==> src/rtl/audio_pkg.sv <==
// Shared definitions for the audio mixer: stereo mode encodings, default beeper
// levels and the PCM width, plus the 14-bit saturation helper.
package audio_pkg;

    localparam int PCM_W = 14;

    typedef enum logic [1:0] {
        MODE_MONO = 2'b00,
        MODE_ABC  = 2'b01,
        MODE_ACB  = 2'b10,
        MODE_MUTE = 2'b11
    } mode_t;

    localparam logic [PCM_W-1:0] DEFAULT_SPK_LEVEL = 14'h1000;
    localparam logic [PCM_W-1:0] DEFAULT_EAR_LEVEL = 14'h0800;
    localparam logic [PCM_W-1:0] DEFAULT_MIC_LEVEL = 14'h0200;

    // Clamp a 16-bit mix sum to full scale instead of letting it wrap.
    function automatic logic [PCM_W-1:0] sat_pcm(input logic [15:0] sum);
        if (sum > 16'd16383)
            return 14'h3FFF;
        else
            return sum[PCM_W-1:0];
    endfunction

endpackage

==> src/rtl/sigma_delta_dac.sv <==
// First-order 1-bit sigma-delta modulator: the accumulator carry is the output
// bit, so the ones density equals pcm / 2**W.
module sigma_delta_dac #(
    parameter int W = 14
) (
    input  logic         clock,
    input  logic         reset,
    input  logic [W-1:0] pcm,
    output logic         q
);

    logic [W:0] acc;

    // The carry out of the previous step is dropped before the next add.
    always_ff @(posedge clock or negedge reset) begin
        if (!reset)
            acc <= '0;
        else
            acc <= {1'b0, acc[W-1:0]} + {1'b0, pcm};
    end

    assign q = acc[W];

endmodule

==> src/rtl/audio_mixer.sv <==
// Mixes PSG channels A/B/C with the ULA beeper bits into saturated 14-bit
// left/right PCM and drives one sigma-delta DAC per side.
module audio_mixer
    import audio_pkg::*;
#(
    parameter logic [13:0] SPK_LEVEL = DEFAULT_SPK_LEVEL,
    parameter logic [13:0] EAR_LEVEL = DEFAULT_EAR_LEVEL,
    parameter logic [13:0] MIC_LEVEL = DEFAULT_MIC_LEVEL
) (
    input  logic        clock,
    input  logic        reset,
    input  logic        ce,
    input  logic [1:0]  mode,
    input  logic [11:0] a,
    input  logic [11:0] b,
    input  logic [11:0] c,
    input  logic        spk,
    input  logic        ear,
    input  logic        mic,
    output logic [13:0] left,
    output logic [13:0] right,
    output logic        dsl,
    output logic        dsr
);

    mode_t       mode_q;
    logic [11:0] a_q, b_q, c_q;
    logic        spk_q, ear_q, mic_q;

    logic [15:0] a_full, b_full, c_full;
    logic [15:0] a_half, b_half, c_half;
    logic [15:0] psg_l, psg_r, beep;
    logic [15:0] sum_l, sum_r;

    // Capture on the PSG sample strobe so a mode change only lands between samples.
    always_ff @(posedge clock or negedge reset) begin
        if (!reset) begin
            mode_q <= MODE_MONO;
            a_q    <= '0;
            b_q    <= '0;
            c_q    <= '0;
            spk_q  <= 1'b0;
            ear_q  <= 1'b0;
            mic_q  <= 1'b0;
        end else if (ce) begin
            mode_q <= mode_t'(mode);
            a_q    <= a;
            b_q    <= b;
            c_q    <= c;
            spk_q  <= spk;
            ear_q  <= ear;
            mic_q  <= mic;
        end
    end

    assign a_full = {4'b0, a_q};
    assign b_full = {4'b0, b_q};
    assign c_full = {4'b0, c_q};
    assign a_half = {5'b0, a_q[11:1]};
    assign b_half = {5'b0, b_q[11:1]};
    assign c_half = {5'b0, c_q[11:1]};

    always_comb begin
        psg_l = '0;
        psg_r = '0;
        case (mode_q)
            MODE_MONO: begin
                psg_l = a_half + b_half + c_half;
                psg_r = a_half + b_half + c_half;
            end
            MODE_ABC: begin
                psg_l = a_full + b_half;
                psg_r = c_full + b_half;
            end
            MODE_ACB: begin
                psg_l = a_full + c_half;
                psg_r = b_full + c_half;
            end
            default: begin
                psg_l = '0;
                psg_r = '0;
            end
        endcase
    end

    assign beep  = (spk_q ? {2'b0, SPK_LEVEL} : 16'd0)
                 + (ear_q ? {2'b0, EAR_LEVEL} : 16'd0)
                 + (mic_q ? {2'b0, MIC_LEVEL} : 16'd0);
    assign sum_l = psg_l + beep;
    assign sum_r = psg_r + beep;

    // The output stage runs every clock so the DACs see a steady registered PCM value.
    always_ff @(posedge clock or negedge reset) begin
        if (!reset) begin
            left  <= '0;
            right <= '0;
        end else begin
            left  <= sat_pcm(sum_l);
            right <= sat_pcm(sum_r);
        end
    end

    sigma_delta_dac #(.W(PCM_W)) u_dac_left (
        .clock (clock),
        .reset (reset),
        .pcm   (left),
        .q     (dsl)
    );

    sigma_delta_dac #(.W(PCM_W)) u_dac_right (
        .clock (clock),
        .reset (reset),
        .pcm   (right),
        .q     (dsr)
    );

endmodule

==> config.mk <==
export PLATFORM = sky130hd
export DESIGN_NAME = audio_mixer
export DESIGN_NICKNAME = d
export VERILOG_FILES = /design/src/rtl/audio_pkg.sv /design/src/rtl/sigma_delta_dac.sv /design/src/rtl/audio_mixer.sv
export SDC_FILE = /design/constraint.sdc
export NUM_CORES = 1
export LEC_CHECK = 0
export CAP_MARGIN = 0
export CORE_ASPECT_RATIO = 0.9
export CORE_MARGIN = 5
export CORE_UTILIZATION = 31
export CTS_BUF_LIST = sky130_fd_sc_hd__clkbuf_8
export DETAILED_ROUTE_END_ITERATION = 16
export SLEW_MARGIN = 30
export SYNTH_ARGS = -nofsm -noshare
export SYNTH_HDL_FRONTEND = slang
export SYNTH_HIERARCHICAL = 1
export SYNTH_SLANG_ARGS = --single-unit
==> constraint.sdc <==
create_clock -name clock -period 6.87 [get_ports clock]
set_clock_uncertainty 0.2 [all_clocks]
set_input_delay 0.687 -clock clock [delete_from_list [all_inputs] [get_ports clock]]
set_output_delay 0.687 -clock clock [all_outputs]
set_load 0.03 [all_outputs]
# Word level (Yosys, flattened, before mapping)
# Cells that the tools add are included.
word_totals:
  elab_cells: 35
  regBits: 99
  out_inout_bits: 30
classes:
  mux: 7
  reduce_logical: 1
  addsub: 12
  eq_ne: 2
  magnitude_cmp: 2
op_table:
  columns: ["op", "n"]
  rows:
  - ["13-bit case mux with 3 select lines", 2]
  - ["12-bit by 11-bit adder with 13-bit output", 5]
  - ["16-bit by 15-bit adder with 16-bit output", 2]
  - ["16-bit by 14-bit greater-than comparator with 1-bit output (second input constant)", 2]
  - ["14-bit by 14-bit adder with 15-bit output", 2]
  - ["14-bit two-way mux", 2]
  - ["14-bit by 10-bit adder with 15-bit output", 1]
  - ["13-bit by 12-bit adder with 14-bit output", 1]
  - ["13-bit two-way mux", 1]
  - ["11-bit by 11-bit adder with 12-bit output", 1]
  - ["12-bit two-way mux", 1]
  - ["10-bit two-way mux", 1]
  - ["2-bit by 1-bit == test with 1-bit output (second input constant)", 1]
  - ["2-bit == test (second input constant)", 1]
  - ["2-bit zero test", 1]

# Logic depth before layout (Yosys ltp)
logic_depth:
  word_depth: 6
  depth_mapped: 20

# Modules after synthesis
# The synthesis kept the hierarchy.
modules_own_cells:
  columns: ["module", "n_inst", "seq_area_each_um2", "cells_each", "area_per_inst_um2"]
  rows:
  - ["audio_mixer", 1, 1726.7, 502, 5077.4]
  - ["sigma_delta_dac", 2, 375.4, 98, 1038.5]

# Worst setup path before layout
# No wires, ideal clock.
synth_path:
  path_kind: "register to register"
  startpoint: "reg mode_q[0]"
  endpoint: "reg left[12]"
  period_less_slack_ps: 4123
  arrival_time_ps: 3798
  stages_incl_launch_ff: 20
  slack_ps: 2747
  n_path_buf: 2
  cell_sequence: "dfrtp_1 > inv_1 > ha_1 > clkbuf_1 > clkbuf_1 > mux2_2 > ha_1 > a21o_1 > a21oi_1 > o21bai_1 > a221o_1 > a211oi_1 > mux2i_1 > nand3_1 > ha_1 > nand2_1 > o211ai_1 > o21ai_0 > a21oi_1 > nand3_1"
synth_between:
  elab_chain_len: 5
  elab_cells_between_ends: 7
  cone_classes: "add/sub: 1; order compare: 1; eq/ne: 2; mux: 2; reduce/logical: 1"
synth_rtl:
  columns: ["item", "line_no", "source"]
  rows:
  - ["start, declared", "audio_mixer.sv:26", "mode_t mode_q;"]
  - ["start signal, assigned", "audio_mixer.sv:46", "mode_q <= mode_t'(mode);"]
  - ["2-bit == test, or another cell as far along", "audio_mixer.sv:66", "case (mode_q)"]
  - ["13-bit case mux with 3 select lines *", "audio_mixer.sv:66", null]
  - ["16-bit by 15-bit adder with 16-bit output *", "audio_mixer.sv:89", "assign sum_l = psg_l + beep;"]
  - ["16-bit by 14-bit greater-than comparator with 1-bit output", "audio_pkg.sv:20", "if (sum > 16'd16383)"]
  - ["14-bit two-way mux *", "audio_pkg.sv:20", null]
  - ["end signal, assigned", "audio_mixer.sv:98", "left <= sat_pcm(sum_l);"]
  - ["end, declared", "audio_mixer.sv:20", "output logic [13:0] left,"]
# Every way passes the cells marked *; elsewhere a longest branch is shown, timed or not.
# A chain may end at the register's enable or synchronous reset.

# Worst setup path after layout
# Same ends and word-level chain as after synthesis.

==> results.md <==
* # IOs at 74
* Area contributors post-synth: dfrtp_1, ha_1, mux2_2
* Layout Cell Area excl Fill at 8430 µm²
* Die width at 170 µm
* Crit-path max FO at 24
* First-pass GRT wire length at 27200 µm
* Skew-Pair Late Insertion Delay at 0.40 ns
* Std-Cell Rows at 52
* DP HPWL at 13400 µm
* Total setup buffers inserted after CTS at 0
* Routed WL at 16800 µm
* DIE HEIGHT at 154 µm
* # diodes at 0
* Cell Pwr Density at 412 nW/µm²
* Pleak at 3.72 nW
* Worst r2r src: mode_q[0]
* WL/cell at 15.6 µm
* Ys flop type: dfrtp_1
* Number of synthesized flops with an enable pin at 0
* Inst Count DP at 1055
* Layout cells sized above 1 at 11.5%
* Synth unique cells at 64
* Final TNS setup at 0 ns
* Worst Hold Depth at 1
* Final Hold Fails at 0
* R2R Path End: left[12]
* Starting Density at 31.7%
* VDD IR max at 0.247 mV
* Placed cell areas at 8210 µm²
* CTS tree: yes
* FF/Latch Area at 2480 µm²
* Post-Syn Instances at 698
* Detail Route Antenna Nets at 0
* Synth cell count leaders: dfrtp_1, ha_1, mux2_2, a21oi_1, nand2_1
* Max cap viols at 0
* Via count at 5394
* Synth Register Bits at 99
* Core Util, Final at 37.3%
* Core footprint at 22600 µm²
* Top-count cell post-synth: dfrtp_1
* Pins over their slew limit at 0
* Net Count, Synth at 842
* CTS buffer count at 9
* Critical Path RT at 6.95 ns
* All-Layer GR Usage at 13.0%
* Initial antenna violation count at 0
* Die Footprint at 26200 µm²
* Pin count of the biggest net entering global routing at 81
* Setup crit end kind: flip-flop
* Clock root cell: clkbuf_8
* Crit Path Category: flip-flop to flip-flop
* Post-synth top area share at 34.6%
* Hold WC Path Type: flip-flop to flip-flop
* FF-to-FF path depth at 18
* Tcrit/Tclk final at 63.5%
* Clk buf depth at 2
* Reg2Reg Setup Slack at 2.51 ns
* Fillers at 2257
* Clock slew at reported path FFs at 0.11 ns
* Vias per inst at 5.03
* CP arrival at 4.44 ns
* Post-Layout Cell Count at 1072
* Hold Crit Start: u_dac_right/acc[0]
* Syn avg cell area at 10.2 µm²
* Biggest area consumer among synthesized cells: dfrtp_1
* Gr ovfl total at 0
* Tightest Pin Transition at 0.721 ns
* Outcome: complete, no violations
* Hold endpoint: u_dac_right/acc[0]
* RSZ-0062 raised after global routing: false
* Final worst slack at 2.51 ns
* Register area share after synthesis at 34.6%
* Mapped Area at 7150 µm²
* Placer Congestion at 0.871
* Area of the multi-input gates at 4480 µm²
* Min cycle time layout at 4.36 ns
* Post-synth ARST share at 100%
* H-tree levels at 3
* Area growth from synthesis to layout at 17.8%
* Worst slew margin at 51.9%
* Nets at 914
* Synth Warn # at 6
* Port buffer count at 73
* Drt pass-1 iters at 5
* # setup viols final at 0
* Placement Setup Slack at 2.57 ns
* Critical path launch point type: flip-flop
* Vias in the first global route at 5213
* Initial DRC count at 314
* Max Fclk at 229 MHz
* Drt drc at 0
* Clock sinks at 99
-- power breakdown --
part	internal, mW	leakage (nW)	total, mW	switching (mW)
sequential	0.787	1.18	0.918	0.131
clock	0.172	0.100	0.402	0.231
combinational	0.956	2.44	2.15	1.19
-- cell type report --
cell class / count / share of cell area (%)
Sequential cell: 99 / 29.4
Timing Repair Buffer: 77 / 9.04
Clock buffer: 9 / 1.47
Tap cell: 297 / 4.41
Clock inverter: 7 / 0.906
Multi-Input combinational cell: 548 / 53.2
Inverter: 35 / 1.56
-- per-layer routing --
layer / wire length (µm) / vias up / global-route usage, %
li1: - / 2708 / -
met1: 8940 / 2573 / 20.4
met2: 6870 / 98 / 18.3
met3: 782 / 15 / 2.57
met4: 168 / 0 / 2.55
met5: 0 / - / 0
-- state kept, by name, summed over array words and instances, names as in the netlist --
| name | cells |
|---|---|
| mode_q | 2 |
| u_dac_right/acc | 15 |
| a_q | 12 |
| right | 14 |
| ear_q | 1 |
| left | 14 |
| c_q | 12 |
| mic_q | 1 |
| spk_q | 1 |
| u_dac_left/acc | 15 |
| b_q | 12 |
-- logic make-up after synthesis --
kind of cell	synth area share (%)
compound gates	19.3
xor+xnor	6.00
fa+ha+maj	19.3
buf+inv	2.71
flops	34.6
mux	7.50
simple gates	10.6
-- cell usage in the layout, fill, tap and decap left out, types with 22 or more instances in the layout --
cell type / count
ha_1: 83
o21ai_0: 39
mux2_2: 45
nand2_1: 42
inv_1: 36
dfrtp_1: 99
xnor2_1: 31
a21oi_1: 42
nor2_1: 32
nand3_1: 22
clkdlybuf4s50_1: 71
-- worst max-delay path, stage by stage, from the launching register on --
cell      delay [ns]
dfrtp_1         0.42
inv_1           0.11
ha_1            0.15
buf_4           0.28
mux2_2          0.39
ha_1            0.28
a21o_1          0.19
a21oi_1         0.21
o21bai_1        0.14
a221o_1         0.37
a211oi_1        0.28
mux2i_1         0.22
nand3_1         0.10
ha_1            0.35
nand2_1         0.08
o211ai_1        0.15
o21ai_0         0.10
a21oi_1         0.12
nand3_1         0.09
-- stage by stage --
stage / hold slack [ns] / power [mW]
2_1_floorplan: 0.191 / 2.52
3_5_place_dp: 0.260 / 3.08
4_1_cts: 0.285 / 3.50
6_report: 0.280 / 3.47
5_1_grt: 0.290 / 3.78
3_3_place_gp: 0.253 / 3.05
-- what timing repair did --
action                    4_1_cts  5_1_grt
hold endpoints to repair       19        0
resized for setup               0        0
hold buffers                    1        0
-- worst max-delay path by stage --
stage / start / endpoint / slack, ns / cells after the start
final: mode_q[0] / left[12] / 2.51 / 18
after floorplan: mode_q[0] / left[12] / 2.75 / 19
after global routing: mode_q[0] / left[12] / 2.20 / 18
after detailed placement: mode_q[0] / left[12] / 2.57 / 18
after CTS: mode_q[0] / left[12] / 2.51 / 18
after global placement: mode_q[0] / left[12] / 2.60 / 18
Power figures use the tool's default switching activity.
